--- src/rtl/sensor_sequencer_pkg.sv ---
// sensor_sequencer_pkg: shared Signals/StatusFlags types, sequencer state and AUTO_READ start-state constants
package sensor_sequencer_pkg;
  typedef struct packed {
    logic [2:0] sens_config;
    logic       sens_enable;
    logic       sens_read;
    logic       adc_enable;
    logic       adc_read;
    logic       pad;
  } signals_t;

  typedef struct packed {
    logic       conv_complete;
    logic       already_busy;
    logic       unexpected_pause;
    logic       error;
    logic [3:0] pad;
  } status_flags_t;

  typedef enum logic [2:0] {IDLE, SYNC, T1, T2, ADC_WAIT} seq_state_t;

  localparam logic [7:0] AUTO_READ_START_MASK  = 8'h1E;
  localparam logic [7:0] AUTO_READ_START_VALUE = 8'h14;

  function automatic signals_t apply_signals(signals_t cur, logic [7:0] mask, logic [7:0] value);
    return signals_t'(((cur & ~mask) | (value & mask)) & 8'hFE);
  endfunction
endpackage

--- src/rtl/sensor_seq_timer.sv ---
// sensor_seq_timer: loadable down-counter; done is high in the last cycle of a loaded interval
module sensor_seq_timer #(
  parameter int WIDTH = 25
) (
  input  logic             clk,
  input  logic             rst_n,
  input  logic             load,
  input  logic [WIDTH-1:0] value,
  output logic             done
);
  logic [WIDTH-1:0] count;
  always_ff @(posedge clk or negedge rst_n)
    if (!rst_n) count <= '0;
    else if (load) count <= value;
    else if (count != '0) count <= count - WIDTH'(1);
  assign done = count == WIDTH'(1);
endmodule

--- src/rtl/sensor_sequencer.sv ---
// sensor_sequencer: SET_SIGNAL/AUTO_READ sensor and ADC sequencing with sticky status flags
// Optional ADC wait timeout enabled by defining SENSOR_SEQ_TIMEOUT_EN.
module sensor_sequencer
  import sensor_sequencer_pkg::*;
#(
  parameter int TIMER_WIDTH = 25,
  parameter int ADC_WIDTH   = 16,
  parameter int ADC_TIMEOUT = 1048576
) (
  input  logic                   clk,
  input  logic                   rst_n,
  input  logic                   start_set_signal,
  input  logic                   start_auto_read,
  input  logic                   abort,
  input  logic [15:0]            sync_count,
  input  logic [7:0]             sig_mask,
  input  logic [7:0]             sig_value,
  input  logic [TIMER_WIDTH-1:0] timing1,
  input  logic [TIMER_WIDTH-1:0] timing2,
  input  logic                   pause_seen,
  input  logic                   adc_conversion_complete,
  input  logic [ADC_WIDTH-1:0]   adc_value,
  input  logic                   flags_clear,
  output logic [2:0]             sens_config,
  output logic                   sens_enable,
  output logic                   sens_read,
  output logic                   adc_enable,
  output logic                   adc_read,
  output logic                   busy,
  output logic [7:0]             flags,
  output logic [ADC_WIDTH-1:0]   result
);
  if (ADC_TIMEOUT < 1 || ADC_TIMEOUT >= 2**TIMER_WIDTH) begin : g_bad_timeout
    $error("ADC_TIMEOUT does not fit the timer");
  end

  seq_state_t             state;
  signals_t               sig, set_next;
  status_flags_t          fl, fl_set;
  logic                   is_auto, auto_ok, act, raise_adc, capture, timeout;
  logic [15:0]            sync_cnt;
  logic [7:0]             mask_q, value_q;
  logic [TIMER_WIDTH-1:0] t1_len, t2_len, tmr_value;
  logic                   tmr_load, tmr_done;

  sensor_seq_timer #(.WIDTH(TIMER_WIDTH)) u_timer (
    .clk(clk), .rst_n(rst_n), .load(tmr_load), .value(tmr_value), .done(tmr_done)
  );

  assign set_next  = apply_signals(sig, mask_q, value_q);
  assign auto_ok   = (sig & AUTO_READ_START_MASK) == AUTO_READ_START_VALUE;
  assign act       = state == SYNC && sync_cnt == '0;
  assign raise_adc = set_next.adc_read && !sig.adc_read;
  assign capture   = !abort && state == ADC_WAIT && adc_conversion_complete;
`ifdef SENSOR_SEQ_TIMEOUT_EN
  assign timeout   = !abort && state == ADC_WAIT && !adc_conversion_complete && tmr_done;
`else
  assign timeout   = 1'b0;
`endif

  always_comb begin
    tmr_load  = 1'b0;
    tmr_value = t1_len;
    if (act && is_auto) tmr_load = 1'b1;
    else if (state == T1 && tmr_done) begin
      tmr_load  = 1'b1;
      tmr_value = t2_len;
    end
`ifdef SENSOR_SEQ_TIMEOUT_EN
    else if ((state == T2 && tmr_done) || (act && !is_auto && raise_adc)) begin
      tmr_load  = 1'b1;
      tmr_value = TIMER_WIDTH'(ADC_TIMEOUT);
    end
`endif
  end

  always_comb begin
    fl_set = '0;
    fl_set.error = timeout || (!abort && state == IDLE &&
                   ((start_set_signal && start_auto_read) || (start_auto_read && !start_set_signal && !auto_ok)));
    fl_set.already_busy     = busy && (abort || start_set_signal || start_auto_read);
    fl_set.unexpected_pause = pause_seen && (state == T1 || state == T2 || state == ADC_WAIT);
    fl_set.conv_complete    = capture;
  end

  always_ff @(posedge clk or negedge rst_n) begin
    if (!rst_n) begin
      state    <= IDLE;
      sig      <= '0;
      fl       <= '0;
      result   <= '0;
      is_auto  <= 1'b0;
      sync_cnt <= '0;
      mask_q   <= '0;
      value_q  <= '0;
      t1_len   <= '0;
      t2_len   <= '0;
    end else begin
      fl <= (flags_clear ? status_flags_t'('0) : fl) | fl_set;
      if (abort) begin
        state        <= IDLE;
        sig.sens_read <= 1'b0;
        sig.adc_read  <= 1'b0;
      end else begin
        case (state)
          IDLE: if ((start_set_signal ^ start_auto_read) && (start_set_signal || auto_ok)) begin
            state    <= SYNC;
            is_auto  <= start_auto_read;
            sync_cnt <= sync_count;
            mask_q   <= sig_mask;
            value_q  <= sig_value;
            t1_len   <= timing1 == '0 ? TIMER_WIDTH'(1) : timing1;
            t2_len   <= timing2 == '0 ? TIMER_WIDTH'(1) : timing2;
          end
          SYNC: if (act) begin
            if (is_auto) begin
              sig.sens_read <= 1'b1;
              state         <= T1;
            end else begin
              sig   <= set_next;
              state <= raise_adc ? ADC_WAIT : IDLE;
            end
          end else if (pause_seen) sync_cnt <= sync_cnt - 16'd1;
          T1: if (tmr_done) begin
            sig.sens_read <= 1'b0;
            state         <= T2;
          end
          T2: if (tmr_done) begin
            sig.adc_read <= 1'b1;
            state        <= ADC_WAIT;
          end
          ADC_WAIT: if (capture || timeout) begin
            if (capture) result <= adc_value;
            sig.adc_read <= 1'b0;
            state        <= IDLE;
          end
          default: state <= IDLE;
        endcase
      end
    end
  end

  assign sens_config = sig.sens_config;
  assign sens_enable = sig.sens_enable;
  assign sens_read   = sig.sens_read;
  assign adc_enable  = sig.adc_enable;
  assign adc_read    = sig.adc_read;
  assign busy        = state != IDLE;
  assign flags       = fl;
endmodule
--- config.mk ---
export PLATFORM = sky130hd
export DESIGN_NAME = sensor_sequencer
export DESIGN_NICKNAME = d
export VERILOG_FILES = /design/src/rtl/sensor_sequencer_pkg.sv /design/src/rtl/sensor_seq_timer.sv /design/src/rtl/sensor_sequencer.sv
export SDC_FILE = /design/constraint.sdc
export NUM_CORES = 1
export LEC_CHECK = 0
export BUFFER_PORTS_ARGS = -buffer_cell sky130_fd_sc_hd__buf_2
export CAP_MARGIN = 0
export CELL_PAD_IN_SITES_DETAIL_PLACEMENT = 1
export CELL_PAD_IN_SITES_GLOBAL_PLACEMENT = 1
export CORE_MARGIN = 10
export CORE_UTILIZATION = 41
export CTS_BUF_LIST = sky130_fd_sc_hd__clkbuf_2 sky130_fd_sc_hd__clkbuf_4 sky130_fd_sc_hd__clkbuf_8
export DETAILED_ROUTE_END_ITERATION = 12
export PLACE_DENSITY = 0.77
export SYNTH_ARGS = -nofsm -noshare
export SYNTH_HDL_FRONTEND = slang
export SYNTH_SLANG_ARGS = --single-unit
export TNS_END_PERCENT = 30
--- constraint.sdc ---
create_clock -name clk -period 2.2 [get_ports clk]
set_input_delay 0.33 -clock clk [delete_from_list [all_inputs] [get_ports clk]]
set_output_delay 0.33 -clock clk [all_outputs]
set_load 0.05 [all_outputs]
* Yosys cells after proc, flatten, opt, wreduce, memory -nomap -nowiden *
Cells that the tools add are included.

operators by class
  eq/ne operators = 15
  bitwise operators = 8
  add/sub/neg operators = 2
  mux-type cells = 32
  reduce and logical (&&, ||, !) cells = 41

operators by type and width
  cell                                                                  number
  25-bit two-way mux                                                    6
  25-bit zero test                                                      2
  16-bit two-way mux                                                    3
  16-bit case mux with 2 select lines                                   1
  3-bit two-way mux                                                     9
  25-bit by 1-bit == test with 1-bit output, second input constant      1
  25-bit nonzero test                                                   1
  25-bit by 1-bit subtractor with 25-bit output, second input constant  1
  8-bit AND                                                             2
  16-bit zero test                                                      1
  8-bit OR                                                              2
  16-bit by 1-bit subtractor with 16-bit output, second input constant  1
  3-bit != test, second input constant                                  5
  3-bit case mux with 5 select lines                                    1
  5-bit AND reduction                                                   3
  1-bit logical AND                                                     14
  3-bit AND reduction                                                   3
  1-bit two-way mux                                                     8
  8-bit two-way mux                                                     1
  8-bit NOT                                                             1
  3-bit by 2-bit == test with 1-bit output, second input constant       2
  1-bit logical OR                                                      6
  3-bit nonzero test                                                    2
  4-bit == test, second input constant                                  1
  15 further kinds                                                      21

word-level totals
  flip-flop bits (word level) = 142
  logic and storage cells = 117
  bits of input ports = 106

* Logic depth before layout (Yosys ltp) *
  word-level depth = 9
  depth in mapped cells = 9
  gate-level depth less buffers = 7

* Hierarchy *
A second synthesis with hierarchy kept.

unflattened totals
  cells, all modules = 609
  area total of the unflattened synthesis = 6787.8 um2

modules (own cells, without submodules)
  module            cells an instance  seq. area each (um2)  area each (um2)  instances
  sensor_sequencer  447                2777.7                5272.6           1
  sensor_seq_timer  162                625.6                 1515.2           1

* Least setup slack after synthesis *
No wires, ideal clock.

  path type = reg-to-reg
  from = register, netlist name sens_read
  to = register sync_cnt[15]
  path slack = -0.019 ns
  arrival = 2.100 ns
  clock period less this slack = 2.219 ns
  stages on the path, launching flop included = 6
  cell sequence = dfrtp_1 -> nand4bb_1 -> a211o_1 -> a2111oi_4 -> nand2_2 -> o21a_1

between the ends
  longest elaborated chain between the ends = 5

ends and longest elaborated chain
  what                                                line                     text
  4-bit == test                                       sensor_sequencer.sv:51   assign auto_ok = (sig & AUTO_READ_START_MASK) == AUTO_READ_START_VALUE;
  1-bit logical OR                                    sensor_sequencer.sv:106  IDLE: if ((start_set_signal ^ start_auto_read) && (start_set_signal || auto_ok)) begin
  1-bit logical AND                                   sensor_sequencer.sv:106
  2-bit by 1-bit != test with 1-bit output (no line)  -
  5-bit AND reduction (no line)                       -
  end signal, assigned                                sensor_sequencer.sv:109  sync_cnt <= sync_count;
  end signal, assigned                                sensor_sequencer.sv:123  end else if (pause_seen) sync_cnt <= sync_cnt - 16'd1;
  end, declared                                       sensor_sequencer.sv:41   logic [15:0] sync_cnt;

No other way between the ends.
A chain may end at the register's enable or synchronous reset.

==> impl_metrics.env <==
export IMPL_numCtsBuffers=17
export IMPL_grt_pass1_vias=6772
export IMPL_overflow=0
export IMPL_worstPathMaxFanout=5
export IMPL_syn_area_sq_mm=0.00701
export IMPL_die_area_sq_mm=0.0227
export IMPL_htree_levels=4
export IMPL_yosysTopAreaCell="dfrtp_1"
export IMPL_antenna_cells=0
export IMPL_cts_tree="done"
export IMPL_drtAntennaViolNets=0
export IMPL_placed_area_sq_mm=0.00843
export IMPL_core_area_sq_mm=0.0166
export IMPL_grt_util_met3_pct=4.62
export IMPL_synth_edf_count=0
export IMPL_synthArstFlopShare_pct=100
export IMPL_setup_ws_ps=-75.0
export IMPL_ir_drop_mv=0.772
export IMPL_worstSetupPathType="flip-flop to flip-flop"
export IMPL_fin_nets=942
export IMPL_fin_hold_ws_ps=81.9
export IMPL_violations="setup timing"
export IMPL_pin_count=138
export IMPL_synthTopCellsByCount="dfrtp_1, mux2_2, o21ai_0, nand2_1, a21oi_1"
export IMPL_clock_root_buffer="clkbuf_8"
export IMPL_syn_inst=631
export IMPL_drive_above_1_share_pct=44.6
export IMPL_io_buffers=131
export IMPL_slew_violations=0
export IMPL_yosys_warnings=0
export IMPL_worst_pin_slew_ps=664
export IMPL_top_usage_layer="met2"
export IMPL_dieWidth_um=151
export IMPL_drc_errors=0
export IMPL_gp_congestion=0.923
export IMPL_clk_latency_ps=470
export IMPL_rsz0062_at_grt="true"
export IMPL_drv_cap=0
export IMPL_syn_avg_cell_area_sq_um=11.1
export IMPL_area_delta_synth_final_pct=28.8
export IMPL_synth_most_common_cell="dfrtp_1"
export IMPL_grt_pass1_wl_um=37000
export IMPL_outcome="finished with violations"
export IMPL_chipHeight_um=151
export IMPL_yosys_area_top_type_share_pct=48.6
export IMPL_leakagePower_nw=4.09
export IMPL_fin_tns_setup_ps=-413
export IMPL_setup_viol=9
export IMPL_grt_start_max_net_pins=78
export IMPL_fp_row_count=47
export IMPL_hold_class="primary input to flip-flop"
export IMPL_path_clk_slew_ps=90
export IMPL_routed_wl_um=23300
export IMPL_fmax_mhz=440
export IMPL_ys_seq_elements=136
export IMPL_use_met1_pct=25.7
export IMPL_worstPathRequired_ps=2550
export IMPL_initialDrtViolationCount=347
export IMPL_num_vias=6036
export IMPL_vias_per_cell=5.69
export IMPL_post_route_period_util_pct=103
export IMPL_endpoint_kind="flip-flop"
export IMPL_p_per_area_mw_per_mm2=1230
export IMPL_cp_arrival_ps=2620
export IMPL_synth_area_leaders="dfrtp_1, mux2_2, o21ai_0"
export IMPL_hold_violations=0
export IMPL_synth_ff_type="dfrtp_1"
export IMPL_start_kind="flip-flop"
export IMPL_finalInstanceArea_sq_mm=0.00902
export IMPL_yosysSeqAreaShare_pct=48.6
export IMPL_relSlewSlack_pct=55.3
export IMPL_drt_pass1_iter_count=4
export IMPL_clkSinkCount=136
export IMPL_skew_ps=14.8
export IMPL_use_met2_pct=35.4
export IMPL_ys_types=71
export IMPL_hpwl_um=17400
export IMPL_min_period_ps=2270
export IMPL_initial_core_util_pct=42.1
export IMPL_cts_buffer_depth=2
export IMPL_antenna_found_initial=0
export IMPL_track_usage_pct=20.8
export IMPL_wl_per_cell_um=22.0
flip-flops by register name, summed over array words and instances (netlist names), 3 cells and up, named ones only:
register and count:
t1_len 25, t2_len 25, u_timer.count 25, result 16, sync_cnt 16, mask_q 7, value_q 7, flags 4
state 3
final timing paths:
check,to,cells past startpoint,slack [ps],start
worst max-delay path,flip-flop,10,-70,sync_cnt[1]$_DFFE_PN0P_
worst min-delay path,result[3]$_DFFE_PN0P_,2,80,adc_value[3]
worst max register to register,flip-flop,10,-70,sync_cnt[1]$_DFFE_PN0P_
worst min register to register,result[10]$_DFFE_PN0P_,1,500,result[10]$_DFFE_PN0P_
max in group asynchronous,u_timer.count[8]$_DFFE_PN0P_,3,1170,rst_n
min in group asynchronous,sync_cnt[5]$_DFFE_PN0P_,2,290,rst_n
cells in the final DEF, fill, tap and decap left out, types with 7 or more instances in the layout:
| cell | count |
|---|---|
| buf_4 | 70 |
| inv_6 | 7 |
| or3_1 | 9 |
| nor3_1 | 16 |
| buf_2 | 130 |
| o31a_1 | 9 |
| mux2_2 | 85 |
| buf_12 | 7 |
| nand2_1 | 32 |
| a22oi_1 | 8 |
| a31oi_1 | 14 |
| nor2_1 | 25 |
| mux2i_1 | 19 |
| or4_1 | 7 |
| dfrtp_1 | 134 |
| inv_1 | 12 |
| a21oi_1 | 33 |
| o21ai_0 | 38 |
| nor4_1 | 19 |
| clkbuf_8 | 17 |
| nand3_1 | 10 |
worst max-delay path, stage by stage (launching register included):
cell     delay (ps)
dfrtp_1         410
inv_2            80
ha_4            140
nor4b_4         320
buf_4           190
nand4_4         130
buf_6           140
nor4_4          210
buf_6           180
nand2_1          70
mux2_2          270
per-stage QoR:
step	instances	worst slack (ps)	power, mW	util, %
floorplan	634	-4.46	6.93	-
global placement	1026	-166	8.35	50.7
detailed placement	1026	-242	8.69	50.7
CTS	1059	-71.2	11.0	53.5
global route	1061	-185	11.8	54.2
finish	1061	-75.0	11.1	54.2
routing by layer:
layer / wire length [um] / part of all wire, %
met1: 9870 / 42
met2: 11900 / 51
met3: 1170 / 5.0
met4: 381 / 1.6
met5: 0 / 0
where the power goes:
group | total, mW | internal, mW | switching [mW]
clock | 2.14 | 1.03 | 1.11
combinational | 4.57 | 2.09 | 2.48
sequential | 4.42 | 3.53 | 0.891
cell type report:
| type | count | area (sq um) |
|---|---|---|
| clock buffers | 17 | 234 |
| clock inverters | 14 | 161 |
| fillers | 1843 | 7620 |
| inverters | 14 | 52.6 |
| multi-input cells | 449 | 3530 |
| flip-flops and latches | 136 | 3410 |
| well taps | 220 | 275 |
| repair buffers | 211 | 1360 |
repair_timing:
action / CTS / global route
setup endpoints to repair: 24 / 35
setup buffers: 1 / 2
gates resized for setup: 13 / 26
hold buffers: 1 / 0
endpoints found under the hold margin: 16 / 0
pin swaps: 3 / 10
logic make-up after synthesis:
family / count (synthesis) / share of synthesized area [%]
DFF: 136 / 48.6
adders and majority gates: 7 / 1.25
AOI/OAI and AO/OA: 147 / 13.8
other: 1 / 0.0535
muxes: 105 / 16.5
xor gates and xnor gates: 9 / 1.13
and+or+nand+nor: 177 / 15.3
buffers and inverters: 49 / 3.39
(Power assumes the default switching activity.)
